===== config.mk =====
export PLATFORM = sky130hd
export DESIGN_NAME = rf_wr_arbiter
export DESIGN_NICKNAME = d
export VERILOG_FILES = /design/src/rtl/rf_wr_arbiter.sv
export SDC_FILE = /design/constraint.sdc
export NUM_CORES = 1
export LEC_CHECK = 0
export ABC_AREA = 1
export ABC_CLOCK_PERIOD_IN_PS = 2200
export CAP_MARGIN = 20
export CELL_PAD_IN_SITES_DETAIL_PLACEMENT = 0
export CELL_PAD_IN_SITES_GLOBAL_PLACEMENT = 1
export CORE_ASPECT_RATIO = 1.1
export CORE_MARGIN = 2
export CORE_UTILIZATION = 19
export DETAILED_ROUTE_END_ITERATION = 8
export GPL_TIMING_DRIVEN = 0
export PLACE_DENSITY = 0.83
export RECOVER_POWER = 100
export SYNTH_ARGS = -nofsm -noshare
export SYNTH_HDL_FRONTEND = slang
export SYNTH_SLANG_ARGS = --single-unit

===== constraint.sdc =====
create_clock -name clk -period 2.2 [get_ports clk]
set_input_delay 0.22 -clock clk [delete_from_list [all_inputs] [get_ports clk]]
set_output_delay 0.22 -clock clk [all_outputs]
set_load 0.03 [all_outputs]

===== src/rtl/rf_wr_arbiter.sv =====
// Write-port controller for the 32x32 register file.
// Shares the single write port between core writeback (wb), the load/MDU
// unit (ld) and the debug module (dbg), and optionally zeroes x1..x31
// after every reset before normal traffic is admitted.
module rf_wr_arbiter #(
    parameter bit          CLEAR_ON_RESET = 1'b1,
    parameter int unsigned STARVE_LIMIT   = 4
) (
    input  logic        clk,
    input  logic        rst_n,
    input  logic        wb_valid,
    output logic        wb_ready,
    input  logic [4:0]  wb_rd,
    input  logic [31:0] wb_data,
    input  logic        ld_valid,
    output logic        ld_ready,
    input  logic [4:0]  ld_rd,
    input  logic [31:0] ld_data,
    input  logic        dbg_valid,
    output logic        dbg_ready,
    input  logic [4:0]  dbg_rd,
    input  logic [31:0] dbg_data,
    output logic        rf_we,
    output logic [4:0]  rf_rd,
    output logic [31:0] rf_wd,
    output logic        init_busy,
    output logic [1:0]  grant_id
);

    typedef enum logic [1:0] {
        ST_RESET,
        ST_CLEAR,
        ST_RUN
    } state_t;

    localparam logic [1:0] GNT_WB   = 2'd0;
    localparam logic [1:0] GNT_LD   = 2'd1;
    localparam logic [1:0] GNT_DBG  = 2'd2;
    localparam logic [1:0] GNT_NONE = 2'd3;
    localparam logic [3:0] LIMIT    = 4'(STARVE_LIMIT);
    localparam logic [4:0] LAST_IDX = 5'd31;

    state_t      state_q, state_d, mode;
    logic [4:0]  idx_q, idx_d;
    logic [3:0]  ld_cnt_q, ld_cnt_d;
    logic [3:0]  dbg_cnt_q, dbg_cnt_d;
    logic        ld_urgent, dbg_urgent;

    assign ld_urgent  = ld_valid  && (ld_cnt_q  == LIMIT);
    assign dbg_urgent = dbg_valid && (dbg_cnt_q == LIMIT);

    // State, sweep index and starvation counters; reset is synchronous.
    always_ff @(posedge clk) begin
        // NOTE: every register here uses <= so all of them update together
        // from the values present before the edge, independent of order.
        if (!rst_n) begin
            state_q   <= ST_RESET;
            idx_q     <= 5'd1;
            ld_cnt_q  <= '0;
            dbg_cnt_q <= '0;
        end else begin
            state_q   <= state_d;
            idx_q     <= idx_d;
            ld_cnt_q  <= ld_cnt_d;
            dbg_cnt_q <= dbg_cnt_d;
        end
    end

    // RESET with rst_n released already behaves as the first cycle of the
    // mode it is leaving for, so sweep index 1 (or the first grant) lands in
    // cycle 1.
    always_comb begin
        mode = state_q;
        if (state_q == ST_RESET) begin
            mode = CLEAR_ON_RESET ? ST_CLEAR : ST_RUN;
        end
    end

    // Next state, sweep writes and fixed-priority arbitration.
    always_comb begin
        // NOTE: every output gets a default first; a path that forgets one
        // would otherwise infer a latch.
        state_d   = state_q;
        idx_d     = idx_q;
        wb_ready  = 1'b0;
        ld_ready  = 1'b0;
        dbg_ready = 1'b0;
        rf_we     = 1'b0;
        rf_rd     = '0;
        rf_wd     = '0;
        grant_id  = GNT_NONE;
        init_busy = 1'b0;

        if (!rst_n) begin
            // Outputs are forced idle for the whole reset, even before the
            // clearing edge arrives.
            init_busy = CLEAR_ON_RESET;
        end else begin
            case (mode)
                ST_CLEAR: begin
                    init_busy = 1'b1;
                    rf_we     = 1'b1;
                    rf_rd     = idx_q;
                    if (idx_q == LAST_IDX) begin
                        state_d = ST_RUN;
                    end else begin
                        state_d = ST_CLEAR;
                        idx_d   = idx_q + 5'd1;
                    end
                end
                ST_RUN: begin
                    state_d = ST_RUN;
                    if (ld_urgent) begin
                        grant_id = GNT_LD;
                    end else if (dbg_urgent) begin
                        grant_id = GNT_DBG;
                    end else if (wb_valid) begin
                        grant_id = GNT_WB;
                    end else if (ld_valid) begin
                        grant_id = GNT_LD;
                    end else if (dbg_valid) begin
                        grant_id = GNT_DBG;
                    end

                    case (grant_id)
                        GNT_WB: begin
                            wb_ready = 1'b1;
                            rf_rd    = wb_rd;
                            rf_wd    = wb_data;
                        end
                        GNT_LD: begin
                            ld_ready = 1'b1;
                            rf_rd    = ld_rd;
                            rf_wd    = ld_data;
                        end
                        GNT_DBG: begin
                            dbg_ready = 1'b1;
                            rf_rd     = dbg_rd;
                            rf_wd     = dbg_data;
                        end
                        default: ;
                    endcase

                    // x0 is hardwired: accept the handshake, drop the write.
                    rf_we = (grant_id != GNT_NONE) && (rf_rd != 5'd0);
                end
                default: ;
            endcase
        end
    end

    // Starvation counters: count blocked cycles, saturate at the limit,
    // clear on grant or when the request goes away.
    always_comb begin
        ld_cnt_d  = '0;
        dbg_cnt_d = '0;
        if (ld_valid && !ld_ready) begin
            ld_cnt_d = (ld_cnt_q >= LIMIT) ? LIMIT : ld_cnt_q + 4'd1;
        end
        if (dbg_valid && !dbg_ready) begin
            dbg_cnt_d = (dbg_cnt_q >= LIMIT) ? LIMIT : dbg_cnt_q + 4'd1;
        end
    end

endmodule


==> impl_results.md <==
* Result of the run: finished, violations left
* Failing checks: negative setup slack
* End of the worst register-to-register path: idx_q[1]
* Area grow syn2layout at 118%
* Min Hold Slack at approximately 0.31 ns
* Crit-path leading delay family: simple AND/OR/NAND/NOR gates
* Required time worst endpoint at about 2 ns
* Fin crit period at ~2.2 ns
* I/O pins at between 150 and 200
* Commonest non-fill, non-tap cell in the layout: nand2_1
* DP Cell Count at between 600 and 700
* Latest clock arrival within the worst-skew pair at around 0.24 ns
* HPWL after detailed placement at 6550 um
* ANT cells at 0
* Post-Layout Cell Count at about 650
* Crit-path cells: inv_2 -> ha_4 -> nand2_4 -> nor2_4 -> clkinv_4 -> nand2_2 -> nor2_4 -> buf_12 -> nand2_2 -> nand2_1 -> nor2_2 -> nand3_1 -> nand2_1 -> nand2_1 -> buf_2
* Clock net sink count at 15
* Post-synthesis mux area share at 0
* Syn Area/Cell at about 5.3 um^2
* Root Buffer Master: clkbuf_8
* Worst r2r path cells at 8
* CTS tree: built
* Routed Antenna Nets at 0
* Number of global-route vias before repair at around 2,800
* RePlAce Congestion at ~0.85
* DRC at 0
* Die Ht at 108 um
* Synth Flop Type: dfxtp_1
* Total CTS buffers at 3
* Seq/Total Area, Yosys at 0.162
* Synth Area in Compound Gates at 0.0471
* Wirelength, routed at slightly below 9000 um
* Synthesized instance count at about 350
* PwrDens at roughly 270 nW/um^2
* Post-Syn Area at about 1900 um^2
* Die Area at around 11,000 um^2
* Site Rows at 37
* Crit path largest cell delay at 0.32 ns
* Max-slew violations at 0
* Longest Clk Path Bufs at 2
* All-layer global routing usage at 0.154
* Post-synth ARST share at 0
* Initial Util at 0.197
* Syn. warnings at 0
* Share of cells above drive strength 1 at 0.297
* First-pass DRT Iterations at 4
* H-tree levels at 1
* DR vias/cell at 4.36
* Crit-path slowest cell: dfxtp_2
* Overflow after GRT at 0
* Die X-Extent at 98.3 um
* Tcrit/Tclk final at 1.00
* Hold Crit Class: in -> reg
* Simple-Gate Fraction of Synth Area at 0.569
* Fin. Hold Viols at 0
* Distinct cells, synth at 23
* Critical Path End: rf_we
* Leakage at between 2 and 2.5 nW
* Starting DRT DRC Count at 65
* R2r startpoint: idx_q[0]
* Crit path DAT at approximately 2 ns
* Xor-xnor portion of the synthesized cell area at 0
* Worst Path Max Fanout at 8
* R2R Setup Slk at between 0.5 and 0.6 ns
* Seq cells post-synth at 15
* Largest net degree at the start of global routing at 11
* CP dominant cell by count: nand2_1
* Core area at 9440 um^2
* Global-route wire length before repair at around 14,000 um
* Setup ws final at -0.00770 ns
* Worst Clk Skew at approximately 0.0012 ns
* Setup violators final at 1
* Largest family of logic cells by synthesized area: simple AND/OR/NAND/NOR gates
* Via count at approximately 2,800
* Final-stage net count at 651
* Most frequent cells in the layout: 129 x nand2_1, 113 x clkdlybuf4s50_1, 36 x nand3_1
* Wire per inst at 13.4 um
* CP endpoint kind: output pin
* Crit path launch type: flip-flop
* Post-Synth Adder-Cell Area at 0.0404
* Initial antenna violation count at 0
* Critical path class: reg -> out
* RSZ-0062 raised after global routing: true
* Reg clk slew, reported paths at approximately 0.06 ns
* Worst Path Buf+Inv at 4
* Launch point of the worst path: ld_cnt_q[1]
* Post-synth EDFFs at 0
* Max Cap Viol at 0
* Fmax at 0.453 GHz
* Port bufs at between 150 and 200
* Critical path depth at 15
* VDD IR max at ~370 uV
## worst min-delay path, cell delays in order
cell	delay (ns)
dlymetal6s2s_1	0.16
nand3_1	0.09
nor2_1	0.04
## kinds of logic after synthesis
family / count (synthesis)
adders and majority gates: 6
buffers and inverters: 73
AOI/OAI and AO/OA: 16
DFF: 15
and+or+nand+nor: 237
other: 1
## how the worst min path moves through the flow
stage | cells past startpoint | to | startpoint
3_5_place_dp | 1 | ld_cnt_q[0] | ld_cnt_q[0]
4_1_cts | 3 | ld_cnt_q[2] | ld_valid
2_1_floorplan | 2 | ld_cnt_q[2] | ld_valid
3_3_place_gp | 1 | dbg_cnt_q[0] | dbg_cnt_q[0]
5_1_grt | 3 | dbg_cnt_q[2] | dbg_valid
6_report | 3 | dbg_cnt_q[2] | dbg_valid
## registers in the layout (all words and copies together), names as in the netlist
name / cells
dbg_cnt_q: 4
idx_q: 5
ld_cnt_q: 4
state_q: 2
## metal layers
metal  wire length [um]  share of wire  vias up  track usage
met5                  0              0        -            0
met4                141          0.016        0       0.0254
met3                581          0.067       15       0.0208
met2               4450           0.51      112        0.298
met1               3480           0.40     1257        0.180
li1                   -              -     1428            -
## layout make-up
| type | instances | area, um^2 |
|---|---|---|
| Timing Repair Buffer | 174 | 1720 |
| Fill cell | 995 | 5390 |
| Sequential cell | 15 | 305 |
| Clock buffer | 4 | 45.0 |
| Tap cell | 117 | 146 |
| Buffer | 13 | 176 |
| Multi-Input combinational cell | 262 | 1420 |
| Inverter | 60 | 243 |
## cell usage after synthesis (5+ instances only)
library cell,instances,area share
ha_1,6,0.040
nand4_1,7,0.024
nor2_1,15,0.030
nand3_1,48,0.13
nand2_1,148,0.30
nor3_1,5,0.013
o21ai_0,7,0.019
dfxtp_1,15,0.16
buf_4,10,0.040
inv_1,37,0.075
inv_2,23,0.046
a21oi_1,6,0.016
## where the power goes
part | switching [mW] | leakage, nW | internal (mW)
Combinational | 0.251 | 1.88 | 0.336
Clock | 0.0914 | 0.0228 | 0.128
Sequential | 0.0100 | 0.125 | 0.286
Total | 0.352 | 2.03 | 0.750
## repair_timing
action / CTS / global route
hold buffers: 0 / 0
pin swaps: 7 / 12
setup endpoints to repair: 43 / 41
resized for setup: 255 / 115
setup buffers: 7 / 4
cloned: 5 / 0
## per-stage QoR
stage               power [mW]  area, um^2  setup TNS (ns)  utilization  setup WS [ns]
floorplan                0.521        1860               0            -          0.245
global placement         0.789        3600          -24.43        0.381         -0.674
detailed placement       0.794        3600          -23.52        0.381         -0.648
CTS                       1.06        3700         -0.0435        0.392        -0.0349
global route              1.18        4050           -2.98        0.429         -0.148
finish                    1.10        4050        -0.00770        0.429       -0.00770
Power figures use the tool's default switching activity.
